--- config.mk ---
export PLATFORM = sky130hd
export DESIGN_NAME = demux_sel_sequencer
export DESIGN_NICKNAME = d
export VERILOG_FILES = /design/src/rtl/demux_sel_sequencer.sv
export SDC_FILE = /design/constraint.sdc
export NUM_CORES = 1
export LEC_CHECK = 0
export BUFFER_PORTS_ARGS = -buffer_cell sky130_fd_sc_hd__buf_4
export CORE_MARGIN = 10
export CORE_UTILIZATION = 30
export CTS_BUF_LIST = sky130_fd_sc_hd__clkbuf_4 sky130_fd_sc_hd__clkbuf_8
export DETAILED_ROUTE_END_ITERATION = 8
export PLACE_DENSITY = 0.47
export SLEW_MARGIN = 20
export SYNTH_ARGS = -nofsm -noshare
export SYNTH_HDL_FRONTEND = slang
export SYNTH_SLANG_ARGS = --single-unit
--- constraint.sdc ---
create_clock -name clk -period 2.3 [get_ports clk]
set_input_delay 0.23 -clock clk [delete_from_list [all_inputs] [get_ports clk]]
set_output_delay 0.23 -clock clk [all_outputs]
set_load 0.01 [all_outputs]
--- src/rtl/demux_sel_sequencer.sv ---
// Upstream sequencer for the 1-to-8 demux: takes one sample per enabled channel
// in ascending channel order and presents it on e1/sel for HOLD_CYCLES cycles.
module demux_sel_sequencer #(
  parameter int unsigned HOLD_CYCLES = 1
) (
  input  logic       clk,
  input  logic       rst,
  input  logic       start,
  input  logic       abort,
  input  logic [7:0] chan_mask,
  input  logic       in_valid,
  input  logic       in_data,
  output logic       in_ready,
  output logic       e1,
  output logic       sel0,
  output logic       sel1,
  output logic       sel2,
  output logic       out_strobe,
  output logic       busy,
  output logic       done
);

  // hold counter reloads to HOLD_CYCLES-1 so HOLD spans exactly HOLD_CYCLES cycles
  localparam logic [7:0] HOLD_RELOAD = 8'(HOLD_CYCLES - 1);

  typedef enum logic [1:0] {
    ST_IDLE = 2'd0,
    ST_WAIT = 2'd1,
    ST_HOLD = 2'd2
  } state_t;

  state_t     state_r, state_s;
  logic [7:0] mask_r, mask_s;
  logic [2:0] ch_r, ch_s;
  logic [7:0] hold_cnt_r, hold_cnt_s;
  logic       e1_r, e1_s;
  logic [2:0] sel_r, sel_s;
  logic       strobe_r, strobe_s;
  logic       busy_r, busy_s;
  logic       ready_r, ready_s;
  logic       done_r, done_s;
  logic [7:0] above_s;

  function automatic logic [2:0] lowest_set(input logic [7:0] m);
    logic [2:0] idx;
    idx = 3'd0;
    for (int k = 7; k >= 0; k--) begin
      if (m[k]) begin
        idx = 3'(k);
      end
    end
    return idx;
  endfunction

  // mask bits strictly above channel c; empty means c is the last channel
  function automatic logic [7:0] bits_above(input logic [7:0] m, input logic [2:0] c);
    logic [7:0] r;
    for (int k = 0; k < 8; k++) begin
      r[k] = m[k] && (k > int'(c));
    end
    return r;
  endfunction

  // next-state and next-output decode
  always_comb begin
    state_s    = state_r;
    mask_s     = mask_r;
    ch_s       = ch_r;
    hold_cnt_s = hold_cnt_r;
    e1_s       = e1_r;
    sel_s      = sel_r;
    strobe_s   = 1'b0;
    done_s     = 1'b0;
    above_s    = bits_above(mask_r, ch_r);
    case (state_r)
      ST_IDLE: begin
        if (abort) begin
          state_s = ST_IDLE;
        end else if (start) begin
          if (chan_mask != 8'd0) begin
            mask_s  = chan_mask;
            ch_s    = lowest_set(chan_mask);
            state_s = ST_WAIT;
          end else begin
            done_s = 1'b1;
          end
        end else begin
          state_s = ST_IDLE;
        end
      end
      ST_WAIT: begin
        if (abort) begin
          state_s = ST_IDLE;
          e1_s    = 1'b0;
        end else if (in_valid) begin
          e1_s       = in_data;
          sel_s      = ch_r;
          strobe_s   = 1'b1;
          hold_cnt_s = HOLD_RELOAD;
          state_s    = ST_HOLD;
        end else begin
          state_s = ST_WAIT;
        end
      end
      ST_HOLD: begin
        if (abort) begin
          state_s = ST_IDLE;
          e1_s    = 1'b0;
        end else if (hold_cnt_r == 8'd0) begin
          e1_s = 1'b0;
          if (above_s == 8'd0) begin
            state_s = ST_IDLE;
            done_s  = 1'b1;
          end else begin
            ch_s    = lowest_set(above_s);
            state_s = ST_WAIT;
          end
        end else begin
          hold_cnt_s = hold_cnt_r - 8'd1;
        end
      end
      default: begin
        state_s = ST_IDLE;
        e1_s    = 1'b0;
      end
    endcase
    busy_s  = (state_s != ST_IDLE);
    ready_s = (state_s == ST_WAIT);
  end

  // state and registered outputs
  always_ff @(posedge clk) begin
    if (rst) begin
      state_r    <= ST_IDLE;
      mask_r     <= 8'd0;
      ch_r       <= 3'd0;
      hold_cnt_r <= 8'd0;
      e1_r       <= 1'b0;
      sel_r      <= 3'd0;
      strobe_r   <= 1'b0;
      busy_r     <= 1'b0;
      ready_r    <= 1'b0;
      done_r     <= 1'b0;
    end else begin
      state_r    <= state_s;
      mask_r     <= mask_s;
      ch_r       <= ch_s;
      hold_cnt_r <= hold_cnt_s;
      e1_r       <= e1_s;
      sel_r      <= sel_s;
      strobe_r   <= strobe_s;
      busy_r     <= busy_s;
      ready_r    <= ready_s;
      done_r     <= done_s;
    end
  end

  assign in_ready   = ready_r;
  assign e1         = e1_r;
  assign sel0       = sel_r[2];
  assign sel1       = sel_r[1];
  assign sel2       = sel_r[0];
  assign out_strobe = strobe_r;
  assign busy       = busy_r;
  assign done       = done_r;

endmodule

==> flow_metrics.env, run 1 <==
export IMPL_status="completed"
export IMPL_diodes=0
export IMPL_drive_above_1_share_pct=19.9
export IMPL_max_freq_mhz=462
export IMPL_ant_nets=0
export IMPL_cts_tree="yes"
export IMPL_dp_cells=235
export IMPL_hpwl_um=2640
export IMPL_start_util_pct=31.7
export IMPL_tightest_slew_ps=415
export IMPL_io_pins=22
export IMPL_ir_drop_v=0.000241
export IMPL_detailedPlace_worstSlack_ps=29.8
export IMPL_clk_pin_slew_ps=80
export IMPL_ys_seq_elements=28
export IMPL_synth_nets=183
export IMPL_nFillCells=464
export IMPL_final_util_pct=37.1
export IMPL_avgViaCountPerCell=5.11
export IMPL_hold_path_class="in -> reg"
export IMPL_cts_setup_buffers=0
export IMPL_cp_start_kind="flop"
export IMPL_synth_warnings=0
export IMPL_syn_instance_count=168
export IMPL_leakagePower_nw=0.676
export IMPL_core_um2=4470
export IMPL_synth_adder_area_share_pct=0.883
export IMPL_p_total_uw=914
export IMPL_firstDrtPassIters=4
export IMPL_fin_cells=238
export IMPL_antenna_found_initial=0
export IMPL_synthFlopType="dfxtp_1"
export IMPL_setup_viol=0
export IMPL_synth_top_area_cell="dfxtp_1"
export IMPL_die_x_um=88.7
export IMPL_synth_distinct_cells=43
export IMPL_async_flop_share_pct=0
export IMPL_synth_simple_gate_area_share_pct=24.6
export IMPL_synth_xor_area_share_pct=3.09
export IMPL_clockBufferDepth=2
export IMPL_cts_buffers=3
export IMPL_required_ps=2460
export IMPL_timing_final_crit_period_ps=2170
export IMPL_crit_type="reg -> reg"
export IMPL_slowest_delay_ps=400
export IMPL_drc=0
export IMPL_clock_latency_ps=270
export IMPL_synthTopCellsByArea="dfxtp_1, nor2_1, mux2i_1"
export IMPL_powerDensity_nw_per_um2=550
export IMPL_track_usage_pct=9.22
export IMPL_cp_cell_sequence="inv_2, ha_2, or3b_4, or3_4, o41a_1, buf_4, mux2i_1, nor2_1"
export IMPL_syn_avg_cell_area_um2=8.43
export IMPL_area_delta_synth_final_pct=17.3
export IMPL_synth_top_family_by_area="simple AND/OR/NAND/NOR gates"
export IMPL_wl_per_cell_um=14.4
export IMPL_path_max_fanout=6
export IMPL_grt_pass1_wl_um=5730
export IMPL_synth_mux_area_share_pct=7.77
export IMPL_rsz0062_at_grt="false"
export IMPL_drtIter0Drc=75
export IMPL_synth_seq_area_share_pct=39.6
export IMPL_yosysTopAreaCellShare_pct=39.6
export IMPL_layout_common_cells="nor2_1, dfxtp_1, buf_4, mux2i_1, a21oi_1"
export IMPL_vias=1216
export IMPL_netlist_area_um2=1420
export IMPL_cts_root_buf="clkbuf_8"
export IMPL_nets=203
export IMPL_hold_violations=0
export IMPL_arrival_ps=2330
export IMPL_place_congestion=0.764
export IMPL_htreeDepth=1
export IMPL_place_port_buffers=21
export IMPL_gr_total_overflow=0
export IMPL_finalCritPeriodShare_pct=94.2
export IMPL_whs_ps=191
export IMPL_worst_clock_skew_ps=1.68
export IMPL_relSlewSlack_pct=72.1
export IMPL_grt_pass1_vias=1205
export IMPL_grt_max_degree=19
export IMPL_die_area_um2=7870
export IMPL_drv_cap=0
export IMPL_cts_sinks=28
export IMPL_synth_compound_area_share_pct=18.7
export IMPL_cp_slowest_cell="or3b_4"
export IMPL_synth_edff_count=0
export IMPL_fin_ws_ps=133
export IMPL_final_common_cell="nor2_1"
export IMPL_rows=24
export IMPL_stdcell_area_um2=1660
export IMPL_wl_um=3430
export IMPL_placed_cell_area_um2=1610
export IMPL_die_y_um=88.7
export IMPL_final_setup_tns_ps=0
export IMPL_final_max_slew_viol_count=0
export IMPL_crit_path_end_kind="flop"
-- sequential cells by signal, summed over array words and instances, names as in the netlist --
name,flops
sel_r,3
ch_r,3
state_r,2
in_ready,1
mask_r,7
out_strobe,1
hold_cnt_r,8
done,1
e1,1
busy,1
-- power breakdown --
part / switching, mW / internal (mW)
sequential: 0.0151 / 0.500
combinational: 0.0731 / 0.0731
clock: 0.136 / 0.117
total: 0.224 / 0.690
-- critical path: cells and delay by family, from the launching register on --
family	cells	cell delay, ps
muxes	1	150
AOI/OAI and AO/OA	1	330
DFF	1	340
buffers and inverters	2	240
adders and majority gates	1	170
and+or+nand+nor	3	840
-- cell type report --
| class | count | area, um^2 | share of cell area (%) |
|---|---|---|---|
| multi-input cells | 125 | 788 | 47.4 |
| flip-flops and latches | 28 | 561 | 33.7 |
| repair buffers | 25 | 188 | 11.3 |
| well taps | 52 | 65.1 | 3.92 |
| clock buffers | 3 | 41.3 | 2.48 |
| inverters | 5 | 18.8 | 1.13 |
-- repair_timing --
| action | 4_1_cts | 5_1_grt |
|---|---|---|
| endpoints found under the setup margin | 0 | 6 |
| gates resized for setup | 0 | 3 |
| hold buffers | 0 | 0 |
-- metal layers --
| layer | up-vias | wire (um) | share of wire [%] | global-route usage [%] |
|---|---|---|---|---|
| li1 | 626 | - | - | - |
| met1 | 566 | 1610 | 47 | 11.6 |
| met2 | 22 | 1610 | 47 | 14.9 |
| met3 | 2 | 190 | 5.5 | 2.94 |
| met4 | 0 | 21 | 0.61 | 2.20 |
| met5 | - | 0 | 0 | 0 |
-- logic make-up (layout without fill, tap and decap cells) --
| group | after synthesis | after routing |
|---|---|---|
| compound gates | 39 | 39 |
| xor+xnor | 5 | 5 |
| fa+ha+maj | 1 | 1 |
| buf+inv | 15 | 33 |
| flops | 28 | 28 |
| mux | 11 | 11 |
| simple gates | 69 | 69 |
-- synth_stat cells, types with 2 or more instances --
| library cell | n |
|---|---|
| o2bb2ai_1 | 2 |
| nor3b_1 | 2 |
| a21o_1 | 2 |
| o31ai_1 | 3 |
| xnor2_1 | 4 |
| nor3_1 | 3 |
| o21a_1 | 2 |
| nand2_1 | 8 |
| dfxtp_1 | 28 |
| nor4_1 | 6 |
| mux2i_1 | 11 |
| a21oi_1 | 11 |
| nor2_1 | 31 |
| o21bai_1 | 3 |
| nor2b_1 | 4 |
| inv_1 | 5 |
| nand2b_1 | 5 |
| clkbuf_1 | 6 |
| o21ai_0 | 5 |
| or3_1 | 2 |
| a31oi_1 | 3 |
-- worst paths after layout --
check                             start                    endpoint  slack [ps]  depth (start not counted)
min                               abort             done$_SDFF_PP0_         190                          2
max          hold_cnt_r[0]$_SDFFE_PP0P_        ch_r[2]$_SDFFE_PP0P_         130                          8
min reg2reg  hold_cnt_r[0]$_SDFFE_PP0P_  hold_cnt_r[0]$_SDFFE_PP0P_         490                          2
max reg2reg  hold_cnt_r[0]$_SDFFE_PP0P_        ch_r[2]$_SDFFE_PP0P_         130                          8
Power figures use the tool's default switching activity.
==> run 2: changes to the inputs <==
Settings changed: PLACE_DENSITY 0.47 to 0.48.
==> run 2 against run 1 <==
  * Worst setup slack worse by 6.6 ps
  * Combinational power decreased by 3%
  * Final area up 0.45%
  * Power grew 6.3%
  * Via count increased by 2.9%
  * Die area unchanged
  * Routed wire length up 0.82%
  * Critical path type unchanged
  * Critical endpoint unchanged
  * Largest power group unchanged
  * Highest routed layer unchanged
==> flow_metrics.env, run 2 (synthesis results as in run 1) <==
export IMPL_top_register="hold_cnt_r"
export IMPL_ant_nets=0
export IMPL_path_max_fanout=6
export IMPL_powerDensity_nw_per_um2=582
export IMPL_drtIter0Drc=70
export IMPL_vias=1251
export IMPL_grt_pass1_vias=1212
export IMPL_timing_final_crit_period_ps=2170
export IMPL_rsz0062_at_grt="false"
export IMPL_ctsHoldBuffers=0
export IMPL_cts_setup_buffers=0
export IMPL_cp_start_kind="flop"
export IMPL_place_congestion=0.750
export IMPL_core_um2=4470
export IMPL_ctsResizeCount=0
export IMPL_cts_buffers=3
export IMPL_required_ps=2470
export IMPL_final_setup_tns_ps=0
export IMPL_layout_common_cells="nor2_1, dfxtp_1, buf_4, mux2i_1, a21oi_1"
export IMPL_grt_max_degree=19
export IMPL_rows=24
export IMPL_die_x_um=88.7
export IMPL_htreeDepth=1
export IMPL_clkPwrFrac_pct=32.4
export IMPL_p_total_uw=972
export IMPL_hpwl_um=2650
export IMPL_worst_clock_skew_ps=4.24
export IMPL_whs_ps=172
export IMPL_crit_type="reg -> reg"
export IMPL_drv_cap=0
export IMPL_nets=203
export IMPL_largest_reg_flops=8
export IMPL_clk_pin_slew_ps=100
export IMPL_clockBufferDepth=2
export IMPL_placed_cell_area_um2=1610
export IMPL_p_seq_share_pct=53.0
export IMPL_stdcell_area_um2=1670
export IMPL_wl_per_cell_um=14.5
export IMPL_reg_top3="hold_cnt_r: 8 flops, mask_r: 7 flops"
export IMPL_max_freq_mhz=460
export IMPL_tightest_slew_ps=391
export IMPL_avgViaCountPerCell=5.23
export IMPL_firstDrtPassIters=4
export IMPL_diodes=0
export IMPL_hold_path_class="in -> reg"
export IMPL_status="completed"
export IMPL_io_pins=22
export IMPL_cts_sinks=28
export IMPL_setup_viol=0
export IMPL_cts_root_buf="clkbuf_8"
export IMPL_clock_latency_ps=270
export IMPL_area_delta_synth_final_pct=17.8
export IMPL_antenna_found_initial=0
export IMPL_arrival_ps=2340
export IMPL_drive_above_1_share_pct=19.3
export IMPL_gr_total_overflow=0
export IMPL_hold_violations=0
export IMPL_finalCritPeriodShare_pct=94.5
export IMPL_final_max_slew_viol_count=0
export IMPL_cp_cell_sequence="inv_1, ha_1, or3b_4, or3_1, o41a_1, buf_4, mux2i_1, nor2_1"
export IMPL_final_common_cell="nor2_1"
export IMPL_p_int_uw=723
export IMPL_start_util_pct=31.7
export IMPL_die_area_um2=7870
export IMPL_drc=0
export IMPL_track_usage_pct=8.90
export IMPL_cts_tree="yes"
export IMPL_wl_um=3460
export IMPL_die_y_um=88.7
export IMPL_relSlewSlack_pct=73.3
export IMPL_ir_drop_v=0.000240
export IMPL_leakagePower_nw=0.685
export IMPL_slowest_delay_ps=410
export IMPL_grt_pass1_wl_um=5610
export IMPL_crit_path_end_kind="flop"
export IMPL_power_share_switching_pct=25.6
export IMPL_power_switching_uw=249
export IMPL_cp_slowest_cell="or3b_4"
export IMPL_power_frac_comb_pct=14.6
export IMPL_place_port_buffers=21
[run 2: cell count changes in the layout (fill, tap and decap cells not counted)]
cell / previous run / this run
dfxtp_2: 0 / 1
ha_1: 0 / 1
or3_4: 2 / 1
ha_2: 1 / 0
dfxtp_1: 28 / 27
inv_2: 1 / 0
clkbuf_8: 3 / 4
or3_1: 1 / 2
inv_1: 4 / 5
[run 2: area by class of cell]
type	count	area, um^2
Fill cell	465	2810
Multi-Input combinational cell	125	781
Sequential cell	28	562
Timing Repair Buffer	25	188
Tap cell	52	65.1
Clock buffer	4	55.1
Inverter	5	18.8
[run 2: power groups by stage]
stage | clock, mW | combinational (mW) | sequential, mW
after CTS | 0.321 | 0.143 | 0.515
final | 0.315 | 0.142 | 0.515
after global placement | 0 | 0.140 | 0.525
after floorplan | 0 | 0.0933 | 0.521
after detailed placement | 0 | 0.142 | 0.526
after global routing | 0.345 | 0.157 | 0.518
[run 2: worst max-delay path: cells and delay by family, from the launching register on]
family                   cells  cell delay, ps
AO/OA/AOI/OAI                1             340
adder cells (fa/ha/maj)      1             150
buffers and inverters        2             240
AND/OR/NAND/NOR              3             840
flip-flops                   1             340
multiplexers                 1             150
[run 2: worst paths after layout]
path                                            startpoint                    endpoint  slack (ps)  cells after the start
worst max-delay path            hold_cnt_r[0]$_SDFFE_PP0P_        ch_r[2]$_SDFFE_PP0P_         130                      8
worst max register to register  hold_cnt_r[0]$_SDFFE_PP0P_        ch_r[2]$_SDFFE_PP0P_         130                      8
worst min-delay path                                 abort             done$_SDFF_PP0_         170                      2
worst min register to register  hold_cnt_r[0]$_SDFFE_PP0P_  hold_cnt_r[0]$_SDFFE_PP0P_         490                      2
[run 2: metrics by stage]
stage / util [%] / worst slack, ps / instances
after global placement: 36.0 / 112 / 235
after floorplan: - / 43.5 / 168
after global routing: 37.3 / 13.7 / 239
final: 37.3 / 127 / 239
after detailed placement: 36.0 / 56.8 / 235
after CTS: 37.3 / 48.0 / 239
[run 2: per-layer routing]
metal | GRT usage (%) | share of wire, % | routed length (um) | vias to the layer above
met4 | 3.82 | 2.0 | 70 | 0
met2 | 13.8 | 43 | 1480 | 24
met1 | 11.3 | 50 | 1730 | 592
met5 | 0 | 0 | 0 | -
met3 | 2.30 | 5.2 | 181 | 6
li1 | - | - | - | 629
